===== src/rtl/vlsu_req_arbiter.sv =====
// Arbitrates load and store requesters onto the single fragmenter port, one request in flight.
// Loads wait for stores to finish; a starving load forces a store drain.
module vlsu_req_arbiter #(
   parameter int unsigned MaxOutstanding  = 4,
   parameter int unsigned StarvationLimit = 8,
   parameter type         vlsu_req_t      = logic
) (
   input  logic       clk_i,
   input  logic       rst_i,
   input  logic       ld_req_valid_i,
   output logic       ld_req_ready_o,
   input  vlsu_req_t  ld_req_i,
   input  logic       st_req_valid_i,
   output logic       st_req_ready_o,
   input  vlsu_req_t  st_req_i,
   output logic       frag_req_valid_o,
   input  logic       frag_req_ready_i,
   output vlsu_req_t  frag_req_o,
   input  logic       done_i,
   input  logic       done_is_load_i,
   output logic [3:0] ld_cnt_o,
   output logic [3:0] st_cnt_o,
   output logic       err_o
);

   typedef enum logic [1:0] {IDLE, ISSUE, DRAIN} state_e;

   localparam logic [4:0] MaxOut    = 5'(MaxOutstanding);
   localparam logic [7:0] StarveMax = 8'(StarvationLimit);

   state_e     r_state, w_state_nxt;
   vlsu_req_t  r_req;
   logic       r_is_load, r_rr_ptr, r_err;
   logic [3:0] r_ld_cnt, r_st_cnt;
   logic [7:0] r_starve;

   logic [4:0] w_total;
   logic       w_room, w_starved, w_ld_elig, w_st_elig;
   logic       w_grant_ld, w_grant_st, w_frag_hs;
   logic       w_ld_inc, w_st_inc, w_ld_dec, w_st_dec, w_err_set;

   function automatic logic [3:0] cnt_nxt(input logic [3:0] c, input logic inc, input logic dec);
      if (inc && !dec)              return c + 4'd1;
      else if (dec && !inc && c != 0) return c - 4'd1;
      else                          return c;
   endfunction

   assign w_total   = {1'b0, r_ld_cnt} + {1'b0, r_st_cnt};
   assign w_room    = w_total < MaxOut;
   assign w_starved = (r_starve == StarveMax);
   assign w_ld_elig = ld_req_valid_i && (r_st_cnt == 4'd0) && w_room;
   // Stores are also held off in the IDLE cycle that commits to DRAIN, otherwise a
   // store stream could keep winning and the drain would never start.
   assign w_st_elig = st_req_valid_i && w_room && (r_state == IDLE) && !w_starved;
   assign w_frag_hs = (r_state == ISSUE) && frag_req_ready_i;

   always_comb begin
      w_grant_ld  = 1'b0;
      w_grant_st  = 1'b0;
      w_state_nxt = r_state;
      unique case (r_state)
         IDLE: begin
            if (w_ld_elig && (!w_st_elig || !r_rr_ptr)) w_grant_ld = 1'b1;
            else if (w_st_elig)                         w_grant_st = 1'b1;
            if (w_grant_ld || w_grant_st) w_state_nxt = ISSUE;
            else if (w_starved)           w_state_nxt = DRAIN;
         end
         ISSUE: if (frag_req_ready_i) w_state_nxt = IDLE;
         DRAIN: begin
            if (w_ld_elig) begin
               w_grant_ld  = 1'b1;
               w_state_nxt = ISSUE;
            end else if (!ld_req_valid_i) begin
               w_state_nxt = IDLE;
            end
         end
         default: w_state_nxt = IDLE;
      endcase
      if (rst_i) begin
         w_grant_ld = 1'b0;
         w_grant_st = 1'b0;
      end
   end

   assign w_ld_inc  = w_frag_hs && r_is_load;
   assign w_st_inc  = w_frag_hs && !r_is_load;
   assign w_ld_dec  = done_i && done_is_load_i;
   assign w_st_dec  = done_i && !done_is_load_i;
   assign w_err_set = (w_ld_dec && !w_ld_inc && r_ld_cnt == 4'd0) ||
                      (w_st_dec && !w_st_inc && r_st_cnt == 4'd0);

   always_ff @(posedge clk_i) begin
      if (rst_i) begin
         r_state   <= IDLE;
         r_req     <= '0;
         r_is_load <= 1'b0;
         r_rr_ptr  <= 1'b0;
         r_err     <= 1'b0;
         r_ld_cnt  <= '0;
         r_st_cnt  <= '0;
         r_starve  <= '0;
      end else begin
         r_state <= w_state_nxt;
         if (w_grant_ld || w_grant_st) begin
            r_req     <= w_grant_ld ? ld_req_i : st_req_i;
            r_is_load <= w_grant_ld;
            r_rr_ptr  <= w_grant_ld;
         end
         // Saturates at the limit; a drain abandoned by the load also forgets the starvation.
         if (w_grant_ld || (r_state == DRAIN && !ld_req_valid_i))
            r_starve <= '0;
         else if (ld_req_valid_i && r_st_cnt != 4'd0 && !w_starved)
            r_starve <= r_starve + 8'd1;
         r_ld_cnt <= cnt_nxt(r_ld_cnt, w_ld_inc, w_ld_dec);
         r_st_cnt <= cnt_nxt(r_st_cnt, w_st_inc, w_st_dec);
         if (w_err_set) r_err <= 1'b1;
      end
   end

   assign ld_req_ready_o   = w_grant_ld;
   assign st_req_ready_o   = w_grant_st;
   assign frag_req_valid_o = (r_state == ISSUE);
   assign frag_req_o       = r_req;
   assign ld_cnt_o         = r_ld_cnt;
   assign st_cnt_o         = r_st_cnt;
   assign err_o            = r_err;

endmodule


===== config.mk =====
export PLATFORM = sky130hd
export DESIGN_NAME = vlsu_req_arbiter
export DESIGN_NICKNAME = d
export VERILOG_FILES = /design/src/rtl/vlsu_req_arbiter.sv
export SDC_FILE = /design/constraint.sdc
export NUM_CORES = 1
export LEC_CHECK = 0
export ABC_CLOCK_PERIOD_IN_PS = 6900
export BUFFER_PORTS_ARGS = -buffer_cell sky130_fd_sc_hd__clkbuf_2
export CAP_MARGIN = 25
export CORE_MARGIN = 4
export CORE_UTILIZATION = 40
export DETAILED_ROUTE_END_ITERATION = 10
export GPL_ROUTABILITY_DRIVEN = 0
export GPL_TIMING_DRIVEN = 0
export HOLD_SLACK_MARGIN = 0.03
export SLEW_MARGIN = 0
export SYNTH_ARGS = -nofsm -noshare
export SYNTH_HDL_FRONTEND = slang
export SYNTH_SLANG_ARGS = --single-unit
export TNS_END_PERCENT = 30

===== constraint.sdc =====
create_clock -name clk_i -period 6.9 [get_ports clk_i]
set_input_delay 0.69 -clock clk_i [delete_from_list [all_inputs] [get_ports clk_i]]
set_output_delay 0.69 -clock clk_i [all_outputs]
set_load 0.1 [all_outputs]

## Yosys cells after proc, flatten, opt, wreduce, memory -nomap -nowiden

Cells that the tools add are included.

- Register bits: 21
- Latch bits: 0
- RAM bits: 0
- Memory bits (read-only): 0
- Bits of input ports: 9
- Logic and storage cells: 86
- Memories kept: 0

- Add/sub/neg operators: 6
- Multiply operators: 0
- Div/mod/pow operators: 0
- $lt $le $gt $ge: 1
- Eq/ne operators: 6
- Shift operators: 0
- Muxes and demuxes: 21
- Bitwise gates (word level): 0
- Reductions and logical operators: 45

Operators with widths:

| cell | count |
|---|---|
| $logic_and A1 B1 Y1 | 22 |
| $mux W4 | 4 |
| $mux W1 | 10 |
| $mux W2 | 5 |
| $logic_not A1 Y1 | 9 |
| $add A4 B1 Y4 const B | 2 |
| $add A8 B1 Y8 const B | 1 |
| $eq A8 B4 Y1 const B | 1 |
| $logic_not A4 Y1 | 2 |
| $reduce_bool A4 Y1 | 2 |
| $sub A4 B1 Y4 const B | 2 |
| $pmux W2 S3 | 1 |
| $add A4 B4 Y5 | 1 |
| $logic_or A1 B1 Y1 | 5 |
| $lt A5 B3 Y1 const B | 1 |
| $reduce_bool A2 Y1 | 2 |
| $ne A3 B2 Y1 const B | 1 |
| $ne A3 B3 Y1 const B | 1 |
| $reduce_and A3 Y1 | 1 |
| $eq A2 B1 Y1 const B | 1 |
| $eq A2 B2 Y1 const B | 1 |
| $logic_not A2 Y1 | 1 |
| $ne A2 B1 Y1 const B | 1 |
| $pmux W1 S2 | 1 |
| $reduce_or A2 Y1 | 1 |

## Longest topological paths before layout

Gate-level depths: netlist (run 1).

- Depth in word-level cells: 14
- Mapped depth: 9
- Gate-level depth less buffers: 9

## Worst setup path before layout (run 1)

No wires, ideal clock.

- Path type: register to output
- Start point: reg r_st_cnt[3], in the netlist st_cnt_o[3]
- End point: out ld_req_ready_o
- Arrival time: 3.937 ns
- Setup slack: 2.273 ns
- Stages on the path, launching flop included: 6
- Path buffers: 0
- Cells stage by stage: dfxtp_1 > ha_1 > or4_4 > a311o_1 > a2111o_1 > nor2_1

- Word-level cells in the longest chain between the ends: 12
- Elaborated cells between the ends (all ways): 16
- Those cells by class: 1 x add/sub; 1 x order compare; 5 x mux; 9 x reduce/logical

RTL lines:

| element | line | source |
|---|---|---|
| from (decl) | 34 | `logic [3:0] r_ld_cnt, r_st_cnt;` |
| from (signal assigned) | 115 | `r_st_cnt <= cnt_nxt(r_st_cnt, w_st_inc, w_st_dec);` |
| $add A4 B4 Y5 | 48 | `assign w_total = {1'b0, r_ld_cnt} + {1'b0, r_st_cnt};` |
| $lt A5 B3 Y1 | 49 | `assign w_room = w_total < MaxOut;` |
| $logic_and A1 B1 Y1 (3 in a row) | 54 | `assign w_st_elig = st_req_valid_i && w_room && (r_state == IDLE) && !w_starved;` |
| $logic_not A1 Y1 | 63 | `if (w_ld_elig && (!w_st_elig \|\| !r_rr_ptr)) w_grant_ld = 1'b1;` |
| $logic_or A1 B1 Y1 | 63 |  |
| $logic_and A1 B1 Y1 | 63 |  |
| $mux W1 | 63 |  |
| $mux W1 | 61 | `unique case (r_state)` |
| $pmux W1 S2 * | 61 |  |
| $mux W1 * | 79 | `if (rst_i) begin` |
| to (decl) | 11 | `output logic ld_req_ready_o,` |

Every way passes the cells marked *; elsewhere a longest branch is shown, timed or not. The select of a mux whose other input is x is not followed.

## Worst setup path after layout (run 1)

- Start point: reg r_ld_cnt[3], in the netlist ld_cnt_o[3]
- End point: out ld_req_ready_o

- Word-level cells in the longest chain between the ends: 12
- Elaborated cells between the ends (all ways): 14
- Those cells by class: 1 x add/sub; 1 x order compare; 5 x mux; 7 x reduce/logical

RTL lines:

| element | line | source |
|---|---|---|
| from (decl) | 34 |  |
| from (signal assigned) | 114 | `r_ld_cnt <= cnt_nxt(r_ld_cnt, w_ld_inc, w_ld_dec);` |
| $add A4 B4 Y5 * | 48 |  |
| $lt A5 B3 Y1 * | 49 |  |
| $logic_and A1 B1 Y1 (3 in a row) | 54 |  |
| $logic_not A1 Y1 | 63 |  |
| $logic_or A1 B1 Y1 | 63 |  |
| $logic_and A1 B1 Y1 | 63 |  |
| $mux W1 | 63 |  |
| $mux W1 | 61 |  |
| $pmux W1 S2 * | 61 |  |
| $mux W1 * | 79 |  |

Marked as above.

==> results of run 1 <==
[flip-flops by register name, summed over array words and instances, names as in the netlist]
register    count
frag_req_o      1
r_rr_ptr        1
st_cnt_o        4
err_o           1
ld_cnt_o        4
r_state         2
r_starve        8
[worst paths after layout]
path	cells past startpoint	start	slack [ps]	end
max	6	ld_cnt_o[3]	3270	ld_req_ready_o
min	2	err_o	500	err_o
max reg2reg	9	r_state[0]	4450	st_cnt_o[3]
min reg2reg	2	err_o	500	err_o
[cells in the final DEF (no fill, tap or decap), types with 2 or more instances in the layout]
cell type	synthesis	routed
nand2_1	6	6
nand2b_1	2	2
ha_1	9	9
inv_1	9	9
clkbuf_1	1	2
mux2i_1	5	5
nor3_1	7	7
a2111o_1	2	2
a21o_1	2	2
a31oi_1	2	2
nor4_1	3	3
xor2_1	10	10
nor2_1	27	27
clkbuf_4	0	3
dfxtp_1	21	21
clkbuf_2	0	20
nand3_1	2	2
nand4_1	2	2
a21oi_1	5	5
and2_1	2	2
xnor2_1	3	3
fa_1	2	2
[metrics by stage]
| step | util (%) | hold slack [ps] |
|---|---|---|
| global route | 49.0 | 545 |
| detailed placement | 48.1 | 478 |
| CTS | 49.0 | 509 |
| floorplan | - | 474 |
| global placement | 48.1 | 472 |
| finish | 49.0 | 496 |
[area by class of cell]
cell class / count / area share, %
clock buffer: 4 / 1.88
buffer: 2 / 0.537
timing repair buffer: 20 / 7.16
multi-input combinational: 107 / 55.1
sequential: 21 / 30.1
tap: 31 / 2.78
inverter: 9 / 2.42
[per-layer routing]
layer  global-route usage [%]  up-vias
met4                     3.23        0
met1                     16.5      501
met2                     24.5       20
li1                         -      541
met3                     4.44        2
met5                        0        -
[tightest hold or removal path, delay by kind of cell, from the launching register on]
kind,cells,cell delay [ps]
AOI/OAI and AO/OA,1,50
and+or+nand+nor,1,70
DFF,1,350
[cells by family after synthesis]
logic type                 after synthesis  synth area share, %
buffers and inverters                   11                 3.35
and+or+nand+nor                         58                 23.7
xor gates and xnor gates                13                 9.24
AOI/OAI and AO/OA                       20                 13.2
DFF                                     21                 34.1
muxes                                    5                 4.06
adders and majority gates               11                 12.4
==> impl_results.md, run 1 <==
* Status: completed
* Initial Util at 43.2%
* GRT Residual Overflow at 0
* Post-synth EDFFs at 0
* Clock skew at 4.33 ps
* Vias per inst at 5.48
* Clock Path Buffers at 2
* DR vias at 1,064
* Slew Limit Headroom at 44.8%
* Dpl hpwl at 2030 um
* RSZ-0062 raised after global routing: no
* Hold Violations, Final at 0
* Cell area after synthesis at 1230 um^2
* Cell count after synthesis at 139
* Number of routed nets with antenna violations at 0
* Die area at 4030 um^2
* Synth area leaders: dfxtp_1 (34%), ha_1 (9.1%), nor2_1 (8.2%)
* Worst-path clk slew at 120 ps
* Sequential element share of the synthesized area at 34.1%
* Fillcell total at 299
* Pre-antenna DRT Iters at 4
* Global-route wire length before repair at 4550 um
* Critical-path maximum fanout at 4
* Post-synthesis register bit count at 21
* Worst path cell trace: ha_1 -> or4_4 -> a311o_1 -> a2111o_1 -> nor2_1 -> clkbuf_2
* CP endpoint kind: output pin
* Cts repair resizes at 0
* Hold Path Class: reg -> reg
* Fin worst setup slack at 3270 ps
* Register Area at 420 um^2
* Worst-Margin Slew at 820 ps
* Area share of the largest cell type after synthesis at 34.1%
* Die Width at 63.5 um
* Worst path max stage delay at 540 ps
* Nets at 184
* Area grow syn2layout at 13.4%
* Non-Filler Instances at 194
* PortBufs at 20
* Asr flop ratio synth at 0%
* Fin Setup TNS at 0 ps
* DRC Markers at 0
* WL met2 at 1210 um
* Dominant synthesized flop cell: dfxtp_1
* Mean Syn Cell Area at 8.87 um^2
* Row cnt at 19
* Max layer used: met4
* Cell Area, Placed at 1370 um^2
* Clk sinks at 21
* Initial DRC count at 43
* CP Buf/Inv Count at 1
* Syn Nets at 159
* Clk_lat worst skew at 300 ps
* Multi-input logic area at 771 um^2
* Placed cells at 190
* CP required at 6210 ps
* Final Critical Period at 3630 ps
* H-tree Lvls at 1
* Yosys top cell by area: dfxtp_1
* Cell family with most CP delay: compound AO/OA/AOI/OAI gates
* Initial antenna violation count at 0
* Pins Over Slew Limit at 0
* Cts bufs inserted at 3
* DR WL met3 at 112 um
* Achievable Freq at 275 MHz
* Core area at 2850 um^2
* I/O pin cnt at 22
* Metal-1 WL at 1270 um
* Setup CP Type: reg -> out
* Vias in the first global route at 1,044
* Post-route cell area at 1400 um^2
* Share of layout cells above drive strength 1 at 17.2%
* CTS tree: done
* Crit start category: flip-flop
* Top-count cell post-synth: nor2_1
* Final Cycle Share at 52.7%
* Commonest cells post-synth: nor2_1 (27), dfxtp_1 (21), xor2_1 (10)
* Cts-stage hold buffer count at 0
* Routed wire per std cell at 13.4 um
* Die Span Y at 63.5 um
* Max-cap violations at 0
* # setup viols final at 0
* Post-CTS Setup Inserts at 0
* Root buffer cell: clkbuf_4
* WL final at 2610 um
* Crit path arrival time at 2940 ps
* Synth warnings at 0
* Largest net degree at the start of global routing at 12
* Pre-CTS setup slack at 3620 ps
* Cell at the slowest stage of the critical path: or4_4
* ANT cells at 0
* Netlist cell types at 37
* All-Layer GR Usage at 14.0%
Power of run 1 is left out: the tool's default activity adds up to more than one toggle a clock period on the data nets, which glitch-free logic cannot reach.
==> inputs of run 2 (changes only) <==
Settings changed: ABC_AREA set to 1, ABC_CLOCK_PERIOD_IN_PS 6900 to 3590.
Clock period 6.9 ns to 3.59 ns, I/O delays scaled along.
==> impl_results.md, run 2 <==
* All-Layer GR Usage at 14.2% (was 14.0%)
* Final Critical Period at 2660 ps
* Die Width at 68.9 um (was 63.5 um)
* CP endpoint kind: output pin (unchanged)
* Hold path depth at 3 (was 2)
* CP dominant cell by count: nand2_1
* Area grow syn2layout at 14.0% (was 13.4%)
* Cts repair resizes at 0 (unchanged)
* Root buffer cell: clkbuf_8 (was clkbuf_4)
* Most common cell after layout, fill and taps aside: inv_1 (was nor2_1)
* Clock Path Buffers at 2 (unchanged)
* ANT cells at 0 (unchanged)
* Area share of the largest cell type after synthesis at 28.4% (was 34.1%)
* Fin Setup TNS at 0 ps (unchanged)
* Pre-CTS setup slack at 1210 ps (was 3620 ps)
* Worst path cell trace: ha_1 -> nand3_1 -> nand2_1 -> nor2_1 -> nand2_2 -> inv_2 -> nand3_2 -> nand2_1 -> nand2_1 -> inv_1 -> clkbuf_2 (was ha_1 -> or4_4 -> a311o_1 -> a2111o_1 -> nor2_1 -> clkbuf_2)
* Vias in the first global route at 1,134 (was 1,044)
* Leakage power at 0.788 nW
* Die area at 4740 um^2 (was 4030 um^2)
* Top-count cell post-synth: inv_1 (was nor2_1)
* Most frequent cells in the layout: inv_1 (31), nand2_1 (27), dfxtp_1 (21), clkbuf_2 (21), nand3_1 (18) (was nor2_1 (27), dfxtp_1 (21), clkbuf_2 (20), xor2_1 (10))
* WL final at 2800 um (was 2610 um)
* Cell count after synthesis at 200 (was 139)
* Global-route wire length before repair at 5090 um (was 4550 um)
* Worst reg2reg setup slack at 1560 ps (was 4450 ps)
* Cell area after synthesis at 1480 um^2 (was 1230 um^2)
* Largest net degree at the start of global routing at 12 (unchanged)
* Min-delay src: ld_req_i (was err_o)
* Cts-stage hold buffer count at 0 (unchanged)
* Pins Over Slew Limit at 0 (unchanged)
* Pre-antenna DRT Iters at 6 (was 4)
* # setup viols final at 0 (unchanged)
* Synth area leaders: dfxtp_1 (28%), inv_1 (7.8%), ha_1 (7.6%) (was dfxtp_1 (34%), ha_1 (9.1%), nor2_1 (8.2%))
* Initial Util at 42.7% (was 43.2%)
* Dpl hpwl at 2240 um (was 2030 um)
* Worst-path clk slew at 80 ps (was 120 ps)
* Fin worst setup slack at 927 ps (was 3270 ps)
* Netlist cell types at 29 (was 37)
* Initial antenna violation count at 0 (unchanged)
* Nets at 246 (was 184)
* Worst reg2reg endpoint: ld_cnt_o[3] (was st_cnt_o[3])
* Worst path max stage delay at 480 ps (was 540 ps)
* DRC Markers at 0 (unchanged)
* Worst Hold End: frag_req_o (was err_o)
* Vias per inst at 4.58 (was 5.48)
* Worst-Margin Slew at 541 ps (was 820 ps)
* Cell at the slowest stage of the critical path: dfxtp_1 (was or4_4)
* Post-CTS Setup Inserts at 0 (unchanged)
* Syn Nets at 220 (was 159)
* Routed wire per std cell at 10.3 um (was 13.4 um)
* Row cnt at 21 (was 19)
* R2R Path Start: r_state[0] (unchanged)
* Number of routed nets with antenna violations at 0 (unchanged)
* Post-route cell area at 1690 um^2 (was 1400 um^2)
* Max-cap violations at 0 (unchanged)
* Yosys top cell by area: dfxtp_1 (unchanged)
* I/O pin cnt at 22 (unchanged)
* Initial DRC count at 37 (was 43)
* Most flop-heavy register: r_starve (unchanged)
* Share of layout cells above drive strength 1 at 26.2% (was 17.2%)
* Post-synth EDFFs at 0 (unchanged)
* Total power at 1.41 mW
* H-tree Lvls at 1 (unchanged)
* GRT Residual Overflow at 0 (unchanged)
* Sequential element share of the synthesized area at 28.4% (was 34.1%)
* Commonest cells post-synth: inv_1 (31), nand2_1 (27), dfxtp_1 (21) (was nor2_1 (27), dfxtp_1 (21), xor2_1 (10))
* Critical-path maximum fanout at 6 (was 4)
* Non-Filler Instances at 271 (was 194)
* Die Span Y at 68.9 um (was 63.5 um)
* Clk sinks at 21 (unchanged)
* PortBufs at 21 (was 20)
* CTS tree: done (unchanged)
* Placed cells at 267 (was 190)
* RSZ-0062 raised after global routing: no (unchanged)
* Power per Cell Area at 835 nW/um^2
* Max IR drop VDD at 0.682 mV
* Achievable Freq at 376 MHz
* Clk_lat worst skew at 260 ps (was 300 ps)
* Cts bufs inserted at 3 (unchanged)
* Hold Violations, Final at 0 (unchanged)
* Post-synthesis register bit count at 21 (unchanged)
* DR vias at 1,242 (was 1,064)
* Core area at 3470 um^2 (was 2850 um^2)
* Clock skew at 8.48 ps (was 4.33 ps)
* Synth warnings at 0 (unchanged)
* Final Cycle Share at 74.2%
* Crit start category: flip-flop (unchanged)
* Slew Limit Headroom at 64.1% (was 44.8%)
* Dominant synthesized flop cell: dfxtp_1 (unchanged)
* CP required at 3230 ps (was 6210 ps)
* Asr flop ratio synth at 0% (unchanged)
* Mean Syn Cell Area at 7.41 um^2 (was 8.87 um^2)
* Crit path arrival time at 2300 ps (was 2940 ps)
* Largest register FFs at 8 (unchanged)
* R2R depth at 12 (was 9)
* Cell Area, Placed at 1650 um^2 (was 1370 um^2)
* Status: completed (unchanged)
* Hold Path Class: in -> reg (was reg -> reg)
* Setup CP Type: reg -> out (unchanged)
==> run 2: cell types whose count changed after synthesis, sizes merged, moves of 3 or more <==
cell	previous run	this run
nor4	3	0
inv	9	37
a21oi	5	10
xor2	10	7
nand3	2	24
mux2i	5	0
nand2	7	33
nor3	7	4
o21ai	1	11
==> run 2: power breakdown <==
group,internal (mW),leakage [nW],switching (mW)
Clock,0.0791,0.0228,0.0786
Sequential,0.289,0.171,0.0667
Combinational,0.230,0.594,0.668
Total,0.598,0.788,0.813
==> run 2: layout make-up <==
class                   count  area, um^2
well taps                  46        57.6
fillers                   368        1780
clock buffers               4        45.0
flip-flops and latches     21         420
plain buffers               2        15.0
multi-input cells         140         908
inverters                  37         139
repair buffers             21         105
==> run 2: kinds of logic (layout without fill, tap and decap cells) <==
group,after synthesis,in the layout,share of synthesized area [%]
and+or+nand+nor,95,95,35.4
AOI/OAI and AO/OA,25,25,10.3
buffers and inverters,39,64,10.4
DFF,21,21,28.4
adders and majority gates,11,11,10.3
xor gates and xnor gates,9,9,5.32
==> run 2: worst max-delay path by stage <==
stage / from / slack [ps] / cells after the start / end
after floorplan: st_cnt_o[1] / 520 / 10 / ld_req_ready_o
after global placement: ld_cnt_o[1] / 1240 / 11 / ld_req_ready_o
after detailed placement: ld_cnt_o[1] / 1210 / 11 / ld_req_ready_o
after CTS: ld_cnt_o[1] / 900 / 11 / ld_req_ready_o
after global routing: ld_cnt_o[1] / 730 / 11 / ld_req_ready_o
final: ld_cnt_o[1] / 930 / 11 / ld_req_ready_o
==> run 2: layer usage <==
metal	track usage [%]	share of wire (%)	vias up
met4	5.11	1.2	0
met3	1.46	2.0	4
met5	0	0	-
met2	21.2	42	13
li1	-	-	696
met1	20.8	55	529
==> run 2: worst max-delay path: cells and delay by family, from the launching register on <==
kind,cells,cell delay (ps)
simple gates,7,680
flops,1,480
fa+ha+maj,1,280
buf+inv,3,600
==> run 2: per-stage QoR <==
step,util [%],hold WS (ps)
floorplan,-,428
global placement,47.4,471
detailed placement,47.4,468
CTS,48.7,335
global route,48.7,347
finish,48.7,340
Power figures use the tool's default switching activity.
==> inputs of run 3 (changes only) <==
Settings changed: ABC_AREA 1 to 0, ABC_CLOCK_PERIOD_IN_PS 3590 to 2630.
Clock period 3.59 ns to 2.63 ns, I/O delays scaled along.
==> impl_results.md, run 3 (synthesis gave the netlist of run 1 again) <==
* Status: finished, violations left (was completed)
* Failing checks: negative setup slack
* CP Buf/Inv Count at 1 (was 3)
* Slew Limit Headroom at 44.4% (was 64.1%)
* Initial DRC count at 41 (was 37)
* Crit start category: flip-flop (unchanged)
* Vias per inst at 5.44 (was 4.58)
* Cts-stage hold buffer count at 0 (unchanged)
* Die Width at 63.5 um (was 68.9 um)
* Crit path arrival time at 2440 ps (was 2300 ps)
* Fin worst setup slack at -73.1 ps (was 927 ps)
* Area grow syn2layout at 25.7% (was 14.0%)
* H-tree Lvls at 1 (unchanged)
* GRT Residual Overflow at 0 (unchanged)
* Worst-path clk slew at 130 ps (was 80 ps)
* Worst-Margin Slew at 829 ps (was 541 ps)
* WL final at 2750 um (was 2800 um)
* Dpl hpwl at 1990 um (was 2240 um)
* Worst reg2reg setup slack at 260 ps (was 1560 ps)
* R2R depth at 7 (was 12)
* Cell family with most CP delay: compound AO/OA/AOI/OAI gates (was simple AND/OR/NAND/NOR gates)
* Initial Util at 43.2% (was 42.7%)
* Number of routed nets with antenna violations at 0 (unchanged)
* Core area at 2850 um^2 (was 3470 um^2)
* Hold Violations, Final at 0 (unchanged)
* DRC Markers at 0 (unchanged)
* Largest register FFs at 8 (unchanged)
* Final Cycle Share at 103%
* Most common cell after layout, fill and taps aside: nor2_1 (was inv_1)
* Routed wire per std cell at 13.7 um (was 10.3 um)
* Cell at the slowest stage of the critical path: or4_4 (was dfxtp_1)
* Final Critical Period at 2700 ps
* I/O pin cnt at 22 (unchanged)
* Largest net degree at the start of global routing at 12 (unchanged)
* CP endpoint kind: output pin (unchanged)
* Most frequent cells in the layout: nor2_1 (26), clkbuf_2 (18), dfxtp_1 (15), xor2_1 (10), inv_1 (9) (was inv_1 (31), nand2_1 (27), dfxtp_1 (21), clkbuf_2 (21), nand3_1 (18))
* CP required at 2370 ps (was 3230 ps)
* Clk sinks at 21 (unchanged)
* Pre-antenna DRT Iters at 4 (was 6)
* DR vias at 1,093 (was 1,242)
* Achievable Freq at 370 MHz
* Die Span Y at 63.5 um (was 68.9 um)
* Worst path cell trace: ha_4 -> or4_4 -> a311o_1 -> a2111o_1 -> nor2_4 -> clkbuf_16 (was ha_1 -> nand3_1 -> nand2_1 -> nor2_1 -> nand2_2 -> inv_2 -> nand3_2 -> nand2_1 -> nand2_1 -> inv_1 -> clkbuf_2)
* Worst reg2reg endpoint: frag_req_o (was ld_cnt_o[3])
* Share of layout cells above drive strength 1 at 27.6% (was 26.2%)
* Min-delay src: ld_req_i (unchanged)
* CTS tree: done (unchanged)
* Max-cap violations at 0 (unchanged)
* RSZ-0062 raised after global routing: yes (was no)
* Global-route wire length before repair at 4800 um (was 5090 um)
* Initial antenna violation count at 0 (unchanged)
* Nets at 191 (was 246)
* Most flop-heavy register: r_starve (unchanged)
* PortBufs at 20 (was 21)
* Hold slack at 214 ps (was 340 ps)
* Clock skew at 13.3 ps (was 8.48 ps)
* Clk_lat worst skew at 320 ps (was 260 ps)
* Cts bufs inserted at 3 (unchanged)
* Critical-path maximum fanout at 2 (was 6)
* All-Layer GR Usage at 14.9% (was 14.2%)
* Worst Hold End: frag_req_o (unchanged)
* Worst path max stage delay at 510 ps (was 480 ps)
* Fin util at 54.3% (was 48.7%)
* Vias in the first global route at 1,077 (was 1,134)
* Clock Path Buffers at 2 (unchanged)
* Setup CP Type: reg -> out (unchanged)
* Die area at 4030 um^2 (was 4740 um^2)
* # setup viols final at 1 (was 0)
* R2R Path Start: st_cnt_o[2] (was r_state[0])
* Pins Over Slew Limit at 0 (unchanged)
* Hold Path Class: in -> reg (unchanged)
* ANT cells at 0 (unchanged)
* Hold path depth at 3 (unchanged)
* Root buffer cell: clkbuf_4 (was clkbuf_8)
* Row cnt at 19 (was 21)
run 3: cell count changes in the layout (fill, tap and decap cells not counted), sizes merged, moves of 8 or more:
cell / change
o21ai: -10
inv: -28
buf: +8
nand2: -26
nand3: -22
run 3: per-layer routing:
layer / part of all wire [%] / GRT usage [%]
met3: 5.1 / 4.62
met2: 52 / 26.5
met5: 0 / 0
met4: 0.62 / 3.23
met1: 42 / 17.5
run 3: tightest hold or removal path: stages:
cell and delay [ps]:
clkbuf_2 80, nor2_1 90, a211oi_1 50
run 3: worst max path at each step:
stage,depth (start not counted),endpoint,from
floorplan,5,ld_req_ready_o,ld_cnt_o[3]
global placement,5,ld_req_ready_o,st_cnt_o[1]
detailed placement,5,ld_req_ready_o,st_cnt_o[1]
CTS,6,ld_req_ready_o,ld_cnt_o[2]
global route,6,ld_req_ready_o,st_cnt_o[2]
finish,6,ld_req_ready_o,st_cnt_o[2]
run 3: what timing repair did:
| action | 4_1_cts | 5_1_grt |
|---|---|---|
| pin swaps | 4 | 3 |
| endpoints found under the setup margin | 2 | 2 |
| setup buffers | 5 | 2 |
| gates resized for setup | 5 | 4 |
| cloned | 0 | 0 |
run 3: metrics by stage:
stage               setup WS [ps]  setup TNS [ps]  area, um^2  std cells
floorplan                    -175            -175        1280        139
global placement            -93.8           -93.8        1420        190
detailed placement           -121            -121        1420        190
CTS                          -175            -175        1520        199
global route                 -126            -126        1550        201
finish                      -73.1           -73.1        1550        201
run 3: cell type report:
| cell class | count | area [um^2] |
|---|---|---|
| buffer | 2 | 7.51 |
| clock buffer | 4 | 26.3 |
| fill | 269 | 1300 |
| inverter | 9 | 33.8 |
| multi-input combinational | 107 | 826 |
| sequential | 21 | 438 |
| tap | 31 | 38.8 |
| timing repair buffer | 27 | 179 |
Power of run 3 is left out for the same reason.
